File: src/rtl/mem_access_unit.sv
`default_nettype none
// ============================================================================
//  Module   : mem_access_unit
//  Purpose  : Initiator side of the data-memory port. Takes one load/store
//             request at a time from the MEM stage (valid/ready), drives the
//             memory port, waits a fixed read latency and returns sign/zero
//             extended load data or store completion on a valid/ready
//             response channel. Misaligned addresses and illegal funct3
//             codes are answered with an error response and never reach
//             the memory.
//  Ports    : clk_i, rst_n_i          clock, async active-low reset
//             req_*                   request channel (valid/ready)
//             rsp_*                   response channel (valid/ready)
//             mem_*                   data-memory port (this unit initiates)
//  Revision : 1.0  initial release
// ============================================================================
module mem_access_unit #(
    parameter int ADDR_WIDTH  = 32,
    parameter int DATA_WIDTH  = 32,
    parameter int MEM_LATENCY = 1
) (
    input  logic                  clk_i,
    input  logic                  rst_n_i,
    // request channel
    input  logic                  req_valid_i,
    output logic                  req_ready_o,
    input  logic                  req_we_i,
    input  logic [2:0]            req_funct3_i,
    input  logic [ADDR_WIDTH-1:0] req_addr_i,
    input  logic [DATA_WIDTH-1:0] req_wdata_i,
    // response channel
    output logic                  rsp_valid_o,
    input  logic                  rsp_ready_i,
    output logic [DATA_WIDTH-1:0] rsp_rdata_o,
    output logic                  rsp_err_o,
    // memory port
    output logic                  mem_re_o,
    output logic                  mem_we_o,
    output logic [ADDR_WIDTH-1:0] mem_r_addr_o,
    output logic [ADDR_WIDTH-1:0] mem_w_addr_o,
    output logic [DATA_WIDTH-1:0] mem_w_data_o,
    output logic [2:0]            mem_mode_o,
    input  logic [DATA_WIDTH-1:0] mem_data_i
);

    typedef enum logic [1:0] {
        S_IDLE = 2'd0,
        S_RD   = 2'd1,
        S_WR   = 2'd2,
        S_RESP = 2'd3
    } state_t;

    // Counter value on the last RD cycle is 0; it starts at latency-1.
    localparam logic [3:0] c_LAT_LAST = 4'(MEM_LATENCY - 1);

    state_t                r_state;
    logic                  r_active;      // low while in reset, so ready reads 0
    logic [3:0]            r_lat_cnt;
    logic [2:0]            r_funct3;
    logic                  r_rsp_valid;
    logic [DATA_WIDTH-1:0] r_rsp_rdata;
    logic                  r_rsp_err;
    logic                  r_mem_re;
    logic                  r_mem_we;
    logic [ADDR_WIDTH-1:0] r_mem_r_addr;
    logic [ADDR_WIDTH-1:0] r_mem_w_addr;
    logic [DATA_WIDTH-1:0] r_mem_w_data;
    logic [2:0]            r_mem_mode;

    logic                  w_accept;
    logic                  w_f3_legal;
    logic                  w_misaligned;
    logic                  w_req_err;
    logic [DATA_WIDTH-1:0] w_load_ext;

    assign req_ready_o  = r_active && (r_state == S_IDLE);
    assign w_accept     = req_valid_i && req_ready_o;

    // Legality of the incoming request, evaluated on the accept edge.
    always_comb begin
        w_f3_legal = 1'b0;
        if (req_we_i) begin
            w_f3_legal = (req_funct3_i == 3'b000) || (req_funct3_i == 3'b001) ||
                         (req_funct3_i == 3'b010);
        end else begin
            w_f3_legal = (req_funct3_i == 3'b000) || (req_funct3_i == 3'b001) ||
                         (req_funct3_i == 3'b010) || (req_funct3_i == 3'b100) ||
                         (req_funct3_i == 3'b101);
        end
    end

    // funct3[1:0] encodes the access size for every legal code.
    assign w_misaligned = ((req_funct3_i[1:0] == 2'b01) && req_addr_i[0]) ||
                          ((req_funct3_i[1:0] == 2'b10) && (req_addr_i[1:0] != 2'b00));
    assign w_req_err    = !w_f3_legal || w_misaligned;

    // Extension of the returned data; the addressed byte sits in bits [7:0].
    always_comb begin
        w_load_ext = mem_data_i;
        case (r_funct3)
            3'b000:  w_load_ext = {{(DATA_WIDTH-8){mem_data_i[7]}},   mem_data_i[7:0]};
            3'b100:  w_load_ext = {{(DATA_WIDTH-8){1'b0}},            mem_data_i[7:0]};
            3'b001:  w_load_ext = {{(DATA_WIDTH-16){mem_data_i[15]}}, mem_data_i[15:0]};
            3'b101:  w_load_ext = {{(DATA_WIDTH-16){1'b0}},           mem_data_i[15:0]};
            default: w_load_ext = mem_data_i;
        endcase
    end

    always_ff @(posedge clk_i or negedge rst_n_i) begin
        if (!rst_n_i) begin
            r_state      <= S_IDLE;
            r_active     <= 1'b0;
            r_lat_cnt    <= 4'd0;
            r_funct3     <= 3'd0;
            r_rsp_valid  <= 1'b0;
            r_rsp_rdata  <= '0;
            r_rsp_err    <= 1'b0;
            r_mem_re     <= 1'b0;
            r_mem_we     <= 1'b0;
            r_mem_r_addr <= '0;
            r_mem_w_addr <= '0;
            r_mem_w_data <= '0;
            r_mem_mode   <= 3'd0;
        end else begin
            r_active <= 1'b1;
            case (r_state)
                S_IDLE: begin
                    if (w_accept) begin
                        r_funct3 <= req_funct3_i;
                        if (w_req_err) begin
                            // Rejected requests never touch the memory port.
                            r_state     <= S_RESP;
                            r_rsp_valid <= 1'b1;
                            r_rsp_err   <= 1'b1;
                            r_rsp_rdata <= '0;
                        end else if (req_we_i) begin
                            r_state      <= S_WR;
                            r_mem_we     <= 1'b1;
                            r_mem_w_addr <= req_addr_i;
                            r_mem_w_data <= req_wdata_i;
                            r_mem_mode   <= req_funct3_i;
                        end else begin
                            r_state      <= S_RD;
                            r_mem_re     <= 1'b1;
                            r_mem_r_addr <= req_addr_i;
                            r_mem_mode   <= req_funct3_i;
                            r_lat_cnt    <= c_LAT_LAST;
                        end
                    end
                end
                S_RD: begin
                    if (r_lat_cnt == 4'd0) begin
                        r_state     <= S_RESP;
                        r_mem_re    <= 1'b0;
                        r_mem_mode  <= 3'd0;
                        r_rsp_valid <= 1'b1;
                        r_rsp_err   <= 1'b0;
                        r_rsp_rdata <= w_load_ext;
                    end else begin
                        r_lat_cnt <= r_lat_cnt - 4'd1;
                    end
                end
                S_WR: begin
                    // The memory commits the write during the single WR cycle.
                    r_state     <= S_RESP;
                    r_mem_we    <= 1'b0;
                    r_mem_mode  <= 3'd0;
                    r_rsp_valid <= 1'b1;
                    r_rsp_err   <= 1'b0;
                    r_rsp_rdata <= '0;
                end
                S_RESP: begin
                    if (rsp_ready_i) begin
                        r_state     <= S_IDLE;
                        r_rsp_valid <= 1'b0;
                        r_rsp_err   <= 1'b0;
                        r_rsp_rdata <= '0;
                    end
                end
                default: begin
                    r_state <= S_IDLE;
                end
            endcase
        end
    end

    assign rsp_valid_o  = r_rsp_valid;
    assign rsp_rdata_o  = r_rsp_rdata;
    assign rsp_err_o    = r_rsp_err;
    assign mem_re_o     = r_mem_re;
    assign mem_we_o     = r_mem_we;
    assign mem_r_addr_o = r_mem_r_addr;
    assign mem_w_addr_o = r_mem_w_addr;
    assign mem_w_data_o = r_mem_w_data;
    assign mem_mode_o   = r_mem_mode;

endmodule
`default_nettype wire

File: config.mk
export PLATFORM = sky130hd
export DESIGN_NAME = mem_access_unit
export DESIGN_NICKNAME = d
export VERILOG_FILES = /design/src/rtl/mem_access_unit.sv
export SDC_FILE = /design/constraint.sdc
export NUM_CORES = 1
export LEC_CHECK = 0
export ABC_CLOCK_PERIOD_IN_PS = 2900
export CAP_MARGIN = 40
export CORE_ASPECT_RATIO = 0.8
export CORE_MARGIN = 2
export CORE_UTILIZATION = 44
export DETAILED_ROUTE_END_ITERATION = 10
export PLACE_DENSITY = 0.79
export SLEW_MARGIN = 20
export SYNTH_ARGS = -nofsm -noshare
export SYNTH_HDL_FRONTEND = slang
export SYNTH_SLANG_ARGS = --single-unit
export TNS_END_PERCENT = 20
File: constraint.sdc
create_clock -name clk_i -period 2.9 [get_ports clk_i]
set_clock_uncertainty 0.2 [all_clocks]
set_input_delay 0.29 -clock clk_i [delete_from_list [all_inputs] [get_ports clk_i]]
set_output_delay 0.29 -clock clk_i [all_outputs]
set_load 0.005 [all_outputs]
==> out/qor.yml <==
status: "complete, no violations"
hold_depth: 3
cts_tree: "done"
die_x_um: 135
wl_um: 16300
grt.met3_usage: 0.0975
cts_buffers: 17
tightest_slew_ns: 0.754
drv_slew: 0
worstSetupPathType: "reg2reg"
syn_area_sq_mm: 0.00600
initial_core_util: 0.446
busiest_layer: "met2"
hp-start: "req_addr_i[12]"
ir_drop_mv: 0.656
antenna_found_initial: 0
globalplace.congestion: 0.792
dp_slack_ns: 0.343
die_area_sq_mm: 0.0146
async_flop_share: 1.00
use_met2: 0.370
dr_total_vias: 4891
ant_nets: 0
tns_ns: 0
synth_mux_area_frac: 0.134
yosysWarnings: 0
synth_top_family_by_area: "multiplexers"
path_clk_slew_ns: 0.06
insertion_delay_ns: 0.41
syn_inst: 510
grt_pass1_vias: 5055
cp_max_fo: 16
slew_headroom: 0.498
cts_buffer_depth: 2
grt_pass1_wl_um: 26100
postCtsHoldBufs: 1
htree_levels: 4
cts_resized: 0
r2r_cells: 7
die_h_um: 108
drv_cap: 0
setup_violations: 0
arrival_ns: 2.55
cp-end-kind: "flop"
min_period_ns: 2.43
drc: 0
area_growth_syn_to_layout_pct: 54.4
io_buffers: 239
ys_types: 45
place_hpwl_um: 11600
dp_cells: 916
worst_slack_ns: 0.473
synthSimpleGateAreaFrac: 0.110
rsz0062_at_grt: "no"
critPathRequiredTime_ns: 3.02
timing.rr.start: "r_lat_cnt[0]"
drtIter0Drc: 314
hold_path_class: "in2reg"
p_leak_nw: 4.22
rrSetupSlack_ns: 0.47
powerDensity_mw_per_mm2: 1010
drtPass1Iterations: 4
worstReg2RegEnd: "rsp_rdata_o[22]"
synth_nets: 621
synthXorXnorAreaFrac: 0
drive_above_1_share: 0.151
overflow: 0
antenna_cells: 0
num_rows: 38
worstHoldEndpoint: "mem_r_addr_o[12]"
synth_flop_cell: "dfrtp_1"
synth-compound-area-share: 0.110
postCtsSetupRepairBufs: 0
synth-edff-count: 0
max_freq_ghz: 0.412
grt_usage: 0.230
finalHoldViolCount: 0
cts-root-buf: "clkbuf_16"
grt_util_met1: 0.282
core-area_sq_mm: 0.0135
fin_cells: 946
grt_max_degree: 70
vias_per_cell: 5.17
nets: 867
critPathLaunchType: "flop"
synth_fa_ha_area_frac: 0.0146
postSynthAreaPerCell_sq_um: 11.8
post-route-period-util: 0.837
cts_num_sinks: 145
yosysSeqAreaShare: 0.605
wl_per_cell_um: 17.3
pin_count: 240
ys_ff_latch: 145
metrics by stage:
step	hold slack [ns]	total power [mW]	area (sq um)	utilization
2_1_floorplan	-0.206	4.83	6000	-
3_3_place_gp	0.129	6.97	8650	0.643
3_5_place_dp	0.146	7.14	8650	0.643
4_1_cts	0.213	9.43	9270	0.689
5_1_grt	0.217	9.90	9270	0.689
6_report	0.234	9.35	9270	0.689
logic make-up (layout without fill, tap and decap cells):
| family | Yosys count | count (layout) |
|---|---|---|
| other | 1 | 1 |
| flip-flops | 145 | 145 |
| AO/OA/AOI/OAI | 100 | 100 |
| AND/OR/NAND/NOR | 147 | 147 |
| buffers and inverters | 38 | 294 |
| multiplexers | 72 | 72 |
| adder cells (fa/ha/maj) | 7 | 7 |
registers in the layout, summed over array words and instances, names as in the netlist:
| signal | cells |
|---|---|
| mem_mode_o | 3 |
| mem_w_addr_o | 32 |
| mem_w_data_o | 32 |
| r_active | 1 |
| rsp_rdata_o | 32 |
| mem_r_addr_o | 32 |
| mem_re_o | 1 |
| mem_we_o | 1 |
| r_lat_cnt | 4 |
| rsp_err_o | 1 |
| r_funct3 | 3 |
| r_state | 2 |
| rsp_valid_o | 1 |
metal layers:
| metal | vias up | share of wire |
|---|---|---|
| met1 | 2406 | 0.40 |
| met4 | 0 | 0.017 |
| met5 | - | 0 |
| li1 | 2246 | - |
| met3 | 24 | 0.090 |
| met2 | 215 | 0.49 |
synthesized netlist by cell type, types with 4 or more instances:
cell type,number,share of area
o21ai_0,48,0.040
clkbuf_1,16,0.010
buf_2,8,0.0067
o21a_1,8,0.010
ha_1,7,0.015
a21oi_1,6,0.0050
mux2_2,67,0.13
nor2b_1,20,0.021
nand2_1,115,0.072
buf_1,4,0.0025
mux2i_1,5,0.0083
inv_1,9,0.0056
dfrtp_1,145,0.60
o2bb2ai_1,17,0.025
layout make-up:
class | instances | area (sq um)
Clock buffer | 25 | 505
Multi-Input combinational cell | 327 | 2220
Tap cell | 180 | 225
Timing Repair Buffer | 256 | 2550
Clock inverter | 4 | 98.8
Inverter | 9 | 33.8
Sequential cell | 145 | 3630
Fill cell | 966 | 4190
worst max path at each step:
stage                     cells past startpoint               to             from
after floorplan                               8  mem_w_addr_o[0]       r_state[0]
after global placement                        5    mem_mode_o[1]  req_funct3_i[0]
after detailed placement                      5     r_lat_cnt[3]  req_funct3_i[0]
after CTS                                     7  rsp_rdata_o[22]     r_lat_cnt[0]
after global routing                          7  rsp_rdata_o[21]     r_lat_cnt[0]
final                                         7  rsp_rdata_o[22]     r_lat_cnt[0]
layout by cell type, fill, tap and decap left out, drive strengths merged, types with 2 or more instances in the layout:
| cell | synthesis | final |
|---|---|---|
| clkbuf | 16 | 25 |
| mux2i | 5 | 5 |
| dfrtp | 145 | 145 |
| ha | 7 | 7 |
| nand2 | 115 | 115 |
| inv | 9 | 9 |
| a211oi | 2 | 2 |
| o21a | 8 | 8 |
| o2bb2ai | 17 | 17 |
| mux2 | 67 | 67 |
| clkdlybuf4s50 | 0 | 238 |
| a21oi | 6 | 6 |
| bufinv | 0 | 3 |
| buf | 13 | 17 |
| o211ai | 3 | 3 |
| a21o | 2 | 2 |
| nor2b | 20 | 20 |
| o21ai | 50 | 50 |
| nand3 | 2 | 2 |
power breakdown:
part	switching (mW)	internal (mW)	leakage [nW]
clock	0.776	1.46	0.296
sequential	0.553	2.88	1.91
combinational	1.42	2.26	2.02
worst max-delay path: stages, from the launching register on:
cell       delay, ns
dfrtp_1         0.40
inv_1           0.12
ha_1            0.17
or3b_4          0.41
a22oi_1         0.16
buf_4           0.18
nand4b_2        0.37
o2bb2ai_1       0.31
Note: power is estimated with default switching activity, not from simulation.
